## config.mk

```make
export PLATFORM = sky130hd
export DESIGN_NAME = avg_seq_ctrl
export DESIGN_NICKNAME = d
export VERILOG_FILES = /design/src/rtl/avg_seq_ctrl.sv
export SDC_FILE = /design/constraint.sdc
export NUM_CORES = 1
export LEC_CHECK = 0
export ABC_CLOCK_PERIOD_IN_PS = 2700
export CORE_UTILIZATION = 39
export CTS_CLUSTER_SIZE = 24
export DETAILED_ROUTE_END_ITERATION = 12
export GPL_ROUTABILITY_DRIVEN = 0
export GPL_TIMING_DRIVEN = 0
export PLACE_DENSITY = 0.67
export SLEW_MARGIN = 0
export SYNTH_ARGS = -nofsm -noshare
export SYNTH_HDL_FRONTEND = slang
export SYNTH_SLANG_ARGS = --single-unit
```

## constraint.sdc

```tcl
create_clock -name clk -period 2.7 [get_ports clk]
set_input_delay 0.405 -clock clk [delete_from_list [all_inputs] [get_ports clk]]
set_output_delay 0.405 -clock clk [all_outputs]
set_load 0.1 [all_outputs]
```

## src/rtl/avg_seq_ctrl.sv

```systemverilog
// rtl/avg_seq_ctrl.sv - sequenced averager: one adder accumulates a frame, one shifter scales it
// Samples stream in over valid/ready; the scaled, truncated sum leaves over valid/ready.
module avg_seq_ctrl #(
  parameter int N_SAMPLES = 8,
  parameter int DATA_W    = 16,
  parameter int ACC_W     = 32,
  parameter int N_SHIFT   = 3
) (
  input  logic              clk,
  input  logic              rst,
  input  logic              in_valid,
  output logic              in_ready,
  input  logic [DATA_W-1:0] in_data,
  input  logic [7:0]        sa,
  input  logic              flush,
  output logic              out_valid,
  input  logic              out_ready,
  output logic [DATA_W-1:0] out_avg,
  output logic              busy,
  output logic [7:0]        sample_cnt
);

  typedef enum logic [1:0] {S_IDLE, S_ACC, S_SHIFT, S_DONE} state_t;

  localparam logic [7:0] LAST_SAMPLE = 8'(N_SAMPLES - 1);
  localparam logic [7:0] LAST_SHIFT  = (N_SHIFT > 0) ? 8'(N_SHIFT - 1) : 8'd0;
  localparam state_t     AFTER_ACC   = (N_SHIFT > 0) ? S_SHIFT : S_DONE;

  state_t                   r_state;
  logic signed [ACC_W-1:0]  r_acc;
  logic [7:0]               r_sa_lat;
  logic [7:0]               r_sample_cnt;
  logic [7:0]               r_shift_cnt;
  logic                     r_out_valid;
  logic [DATA_W-1:0]        r_out_avg;

  logic                     w_in_ready;
  logic                     w_accept;
  logic signed [ACC_W-1:0]  w_sext;
  logic [4:0]               w_amt;

  assign w_in_ready = !rst && (r_state == S_IDLE || r_state == S_ACC);
  assign w_accept   = in_valid && w_in_ready;
  assign w_sext     = {{(ACC_W - DATA_W){in_data[DATA_W-1]}}, in_data};
  // A negative latched shift amount means "no shift".
  assign w_amt      = r_sa_lat[7] ? 5'd0 : r_sa_lat[4:0];

  always_ff @(posedge clk or posedge rst) begin
    if (rst) begin
      r_state      <= S_IDLE;
      r_acc        <= '0;
      r_sa_lat     <= '0;
      r_sample_cnt <= '0;
      r_shift_cnt  <= '0;
      r_out_valid  <= 1'b0;
      r_out_avg    <= '0;
    end else if (flush) begin
      r_state      <= S_IDLE;
      r_acc        <= '0;
      r_sample_cnt <= '0;
      r_shift_cnt  <= '0;
      r_out_valid  <= 1'b0;
    end else begin
      case (r_state)
        S_IDLE: begin
          if (w_accept) begin
            r_acc        <= w_sext;
            r_sa_lat     <= sa;
            r_sample_cnt <= 8'd1;
            r_shift_cnt  <= '0;
            r_state      <= (N_SAMPLES == 1) ? AFTER_ACC : S_ACC;
          end
        end
        S_ACC: begin
          if (w_accept) begin
            r_acc        <= r_acc + w_sext;
            r_sample_cnt <= r_sample_cnt + 8'd1;
            if (r_sample_cnt == LAST_SAMPLE) begin
              r_shift_cnt <= '0;
              r_state     <= AFTER_ACC;
            end
          end
        end
        S_SHIFT: begin
          r_acc       <= r_acc >>> w_amt;
          r_shift_cnt <= r_shift_cnt + 8'd1;
          if (r_shift_cnt == LAST_SHIFT) r_state <= S_DONE;
        end
        S_DONE: begin
          // First DONE cycle loads the result; later cycles wait for the handshake.
          if (!r_out_valid) begin
            r_out_avg   <= r_acc[DATA_W-1:0];
            r_out_valid <= 1'b1;
          end else if (out_ready) begin
            r_out_valid  <= 1'b0;
            r_sample_cnt <= '0;
            r_state      <= S_IDLE;
          end
        end
        default: r_state <= S_IDLE;
      endcase
    end
  end

  assign in_ready   = w_in_ready;
  assign out_valid  = r_out_valid;
  assign out_avg    = r_out_avg;
  assign busy       = (r_state != S_IDLE);
  assign sample_cnt = r_sample_cnt;

endmodule
```

# Word level (Yosys, flattened, before mapping)
# Index checks and enable logic that the tools add are counted.
[word_totals]
ff_bits = 75
latch_bits = 0
ram_bits = 0
romBits = 0
inputBits = 29
n_memories = 0
[op_classes]
n_addsub = 3
n_mul = 0
n_div = 0
magnitude_cmp = 0
eq_ne = 11
shift = 1
n_mux = 28
bitwise_logic = 2
reduce_logical = 15
[ops]
columns = ["cell", "count"]
rows = [
  ["32-bit two-way mux", 3],
  ["32-bit case mux with 3 select lines", 1],
  ["8-bit two-way mux", 9],
  ["8-bit case mux with 3 select lines", 2],
  ["32-bit by 16-bit adder with 32-bit output", 1],
  ["32-bit by 5-bit >>> shifter with 32-bit output", 1],
  ["8-bit by 1-bit adder with 8-bit output, second input constant", 2],
  ["3-bit inequality test, second input constant", 5],
  ["2-bit two-way mux", 7],
  ["3-bit AND reduction", 3],
  ["8-bit by 2-bit == test with 1-bit output, second input constant", 1],
  ["8-bit by 3-bit == test with 1-bit output, second input constant", 1],
  ["2-bit case mux with 4 select lines", 1],
  ["4-bit nonzero test", 2],
  ["6-bit AND reduction", 1],
  ["5-bit two-way mux", 1],
  ["5-bit AND reduction", 1],
  ["2-bit == test, second input constant", 2],
  ["1-bit two-way mux", 4],
  ["4-bit AND reduction", 1],
  ["2-bit nonzero test", 2],
  ["3-bit by 2-bit inequality test with 1-bit output, second input constant", 1],
  ["2-bit by 1-bit == test with 1-bit output, second input constant", 1],
  ["1-bit logical AND", 2],
  ["4 further kinds", 5],
]

# Logic depth before layout (Yosys ltp)
[depth]
ltp_word = 7
mapped_depth = 12
ltp_nobuf = 12

# Worst setup path before layout
# Ideal clock, no wire load.
[synth_timing]
path_type = "input to register"
start = "input rst"
end = "register r_acc[24]"
setup_ps = 87
t_arrival_ps = 3468
required_ps = 2613
slack_ps = -855
cell_stages = 9
n_path_buf = 0
path_cell_list = "inv_1 > nand2_1 > o21ai_0 > a21oi_1 > nor2_1 > o21ai_1 > a21oi_1 > o21ai_0 > o211ai_1"
[synth_via]
elab_chain_cells = 5
[synth_rtl]
columns = ["element", "line", "rtl"]
rows = [
  ["from (decl)", "10", "input logic rst,"],
  ["1-bit logical NOT (no source line) *", "-", ""],
  ["1-bit logical AND *", "42", "assign w_in_ready = !rst && (r_state == S_IDLE || r_state == S_ACC);"],
  ["1-bit logical AND *", "43", "assign w_accept = in_valid && w_in_ready;"],
  ["3-bit inequality test (no source line)", "-", ""],
  ["3-bit AND reduction (no source line) *", "-", ""],
  ["to (signal assigned)", "67", "r_acc <= w_sext;"],
  ["to (signal assigned)", "76", "r_acc <= r_acc + w_sext;"],
  ["to (signal assigned)", "85", "r_acc <= r_acc >>> w_amt;"],
  ["to (decl)", "30", "logic signed [ACC_W-1:0] r_acc;"],
]
# Mark *: on every way between the ends. The rest lies on a longest branch, timed or not.
# A chain may end at the register's enable or synchronous reset.

# Worst setup path in the final report
[layout_timing]
start = "register r_sa_lat[7]"
end = "register r_acc[6]"
[layout_via]
elab_chain_cells = 4
[layout_rtl]
columns = ["element", "line", "rtl"]
rows = [
  ["from (decl)", "31", "logic [7:0] r_sa_lat;"],
  ["from (signal assigned)", "52", "r_sa_lat <= '0;"],
  ["from (signal assigned)", "68", "r_sa_lat <= sa;"],
  ["5-bit two-way mux", "46", "assign w_amt = r_sa_lat[7] ? 5'd0 : r_sa_lat[4:0];"],
  ["32-bit by 5-bit >>> shifter with 32-bit output", "85", ""],
  ["32-bit case mux with 3 select lines", "64", "case (r_state)"],
  ["32-bit two-way mux", "57", "end else if (flush) begin"],
]
# Every way passes these cells.

==> results.cfg <==
[timing]
finClkSkew_ns = 0.00821
hold_viol_final = 0
layout_min_cycle_time_ns = 2.74
setup_violations = 1
tns_ns = -0.0426
setup_slack_ns = -0.0426
slew_viol_final = 0
tightest_slew_ns = 0.989
fmax_mhz = 365
relSlewSlack_pct = 33.8
rsz0062_at_grt = true
period_share_pct = 102

[routing]
dr.pass1.iters = 9
wl_um = 22900
topRoutingLayerUsed = met4
wl_per_cell_um = 21.1
m1WireLength_um = 9350
detail_route.vias_per_cell = 6.35
drtIter0Drc = 805
detailroute.via_count = 6914
wl_met2_um = 10400
met3_length_um = 2530
drc = 0
antenna_left = 0

[logic_synthesis]
synth_enable_flop_cells = 0
syn_avg_cell_area_um2 = 8.67
ys_types = 74
ys_warn_count = 0
async_reset_ff_share_pct = 100
synth.most_common_cell = nand2_1
seq_area_frac_synth_pct = 26.8
netlist_instances = 786
synthFlopType = dfrtp_1
yosys-top-cells-area = dfrtp_1, mux4_2, ha_1, mux2i_1, o21ai_0
ys_ff_latch = 73
yosysTopAreaCellShare_pct = 26.8
yosys-top-cells-count = nand2_1, o21ai_0, dfrtp_1, a21oi_1, nor2_1
yosysTopAreaCell = dfrtp_1
synth_nets = 854
synth_area_um2 = 6820

[floorplanning]
num_io_pins = 56
fp-row-count = 47
die_w_um = 134
initial_core_util_pct = 40.5
die-area_um2 = 18000
core_um2 = 16800
die_h_um = 134

[finish]
postLayoutCellArea_um2 = 8590
fillCellCount = 1556
finalNonFillerCells = 1089
area_delta_synth_final_pct = 26.0
drive_gt1_share_pct = 21.6
layout.nets = 933
antenna_cells = 0

[status]
outcome = complete, but fails checks
violations = setup timing

[worst_setup_path]
critical_path_required_ns = 2.99
cp_data_arrival_time_ns = 3.03
start_kind = flip-flop
path_class = flip-flop to flip-flop
crit_path_end_kind = flip-flop
worst-path-max-fanout = 10

[cts]
cts_num_sinks = 73
cts_tree = yes
clockRootBuffer = clkbuf_16
cts-buffers-inserted = 9
cts_hold_buf = 0
clkSlewWorstSetupHoldPaths_ns = 0.06
clock_path_buffers = 2
htree_levels = 3
clk_latency_ns = 0.35

[job]
maxCapViolations = 0

[power]
cellPowerDensity_nw_per_um2 = 1390
p_total_mw = 12.0
power.leakage_nw = 3.57
ir_drop_v = 0.000798

[grt]
grt_pass1_wl_um = 35700
antenna_found_initial = 0
grt_max_degree = 41
grt_usage_pct = 25.6
grt_pass1_vias = 6625
grt-ovfl-total = 0

[place]
io_buffer_count = 53
place_area_um2 = 7710
dp.cells = 1060
place_hpwl_um = 16700
pre_cts_ws_ns = -1.18

[min_path]
hold_path.class = flip-flop to flip-flop
-- where the power goes --
part	internal (mW)	switching [mW]	total (mW)	leakage (nW)
combinational	3.30	5.27	8.57	2.45
sequential	1.46	0.557	2.02	0.956
clock	0.893	0.472	1.37	0.161
-- placed cells by master, fill, tap and decap left out, types with 8 or more instances in the layout --
master / netlist / final
a211oi_1: 11 / 8
a21o_1: 18 / 18
a21oi_1: 58 / 49
a21oi_2: 0 / 9
a31oi_1: 8 / 8
and3_1: 12 / 12
buf_4: 5 / 16
clkbuf_1: 24 / 17
clkbuf_16: 0 / 9
clkdlybuf4s50_1: 0 / 41
dfrtp_1: 73 / 67
dlygate4sd2_1: 0 / 8
ha_1: 38 / 22
ha_4: 0 / 14
inv_1: 21 / 18
mux2_2: 24 / 24
mux2i_1: 39 / 33
mux4_2: 24 / 24
nand2_1: 100 / 97
nand2b_1: 9 / 9
nand3_1: 20 / 19
nand4_1: 9 / 9
nor2_1: 57 / 54
nor3_1: 9 / 9
o211ai_1: 16 / 16
o21a_1: 10 / 9
o21ai_0: 78 / 69
xnor2_1: 20 / 18
-- worst paths after layout --
path                                            start                         end  slack (ns)  cells past startpoint
setup / recovery              r_sa_lat[7]$_DFFE_PP0P_        r_acc[6]$_DFFE_PP0P_       -0.04                     11
hold / removal             r_shift_cnt[7]$_DFFE_PP0P_  r_shift_cnt[7]$_DFFE_PP0P_        0.48                      1
setup reg to reg              r_sa_lat[7]$_DFFE_PP0P_        r_acc[6]$_DFFE_PP0P_       -0.04                     11
hold reg to reg            r_shift_cnt[7]$_DFFE_PP0P_  r_shift_cnt[7]$_DFFE_PP0P_        0.48                      1
max in group asynchronous                         rst     r_sa_lat[1]$_DFFE_PP0P_        1.51                      2
min in group asynchronous                         rst   sample_cnt[3]$_DFFE_PP0P_        0.66                      3
-- state kept, by name, summed over array words and instances (netlist names) --
signal / count
r_shift_cnt: 8
out_valid: 1
sample_cnt: 8
r_state: 2
out_avg: 16
r_sa_lat: 6
r_acc: 32
-- cell families (layout without fill, tap and decap cells) --
logic type / Yosys count / in the layout / share of synthesized area (%)
DFF: 73 / 73 / 26.8
adders and majority gates: 39 / 39 / 7.27
and+or+nand+nor: 238 / 238 / 15.9
buffers and inverters: 65 / 148 / 4.64
muxes: 87 / 87 / 17.6
xor gates and xnor gates: 27 / 27 / 3.47
AOI/OAI and AO/OA: 257 / 257 / 24.3
-- cell type report --
| class | count | area, um^2 | area share (%) |
|---|---|---|---|
| plain buffers | 42 | 284 | 3.31 |
| clock buffers | 9 | 225 | 2.62 |
| clock inverters | 6 | 108 | 1.25 |
| inverters | 23 | 95.1 | 1.11 |
| multi-input cells | 648 | 5120 | 59.7 |
| flip-flops and latches | 73 | 1830 | 21.4 |
| well taps | 220 | 275 | 3.20 |
| repair buffers | 67 | 639 | 7.44 |
| repair inverters | 1 | 5.00 | 0.0583 |
-- metal layers --
metal  global-route usage (%)  vias to the layer above
li1                         -                     3106
met3                     7.22                       66
met4                     10.1                        0
met1                     33.8                     3330
met5                        0                        -
met2                     39.5                      412
-- per-stage QoR --
step | utilization [%] | hold slack (ns)
floorplan | - | 0.451
global placement | 45.7 | 0.484
detailed placement | 45.8 | 0.479
CTS | 49.2 | 0.487
global route | 51.1 | 0.524
finish | 51.1 | 0.484
-- critical path: stages, from the launching register on --
cell and delay [ns]:
dfrtp_1 0.41, buf_6 0.15, nor2b_4 0.15, buf_12 0.16, mux2i_1 0.13, mux2i_1 0.29, mux2i_1 0.16, a211oi_1 0.43
a21oi_1 0.14, o221a_1 0.28, nor4_1 0.25, a21o_1 0.12
-- timing repair --
item | CTS | global route
gates cloned | 1 | 0
pin swaps | 17 | 23
hold endpoints to repair | 0 | 0
setup endpoints to repair | 49 | 38
buffers inserted | 6 | 7
gates resized for setup | 54 | 64
Note: power is estimated with default switching activity, not from simulation.
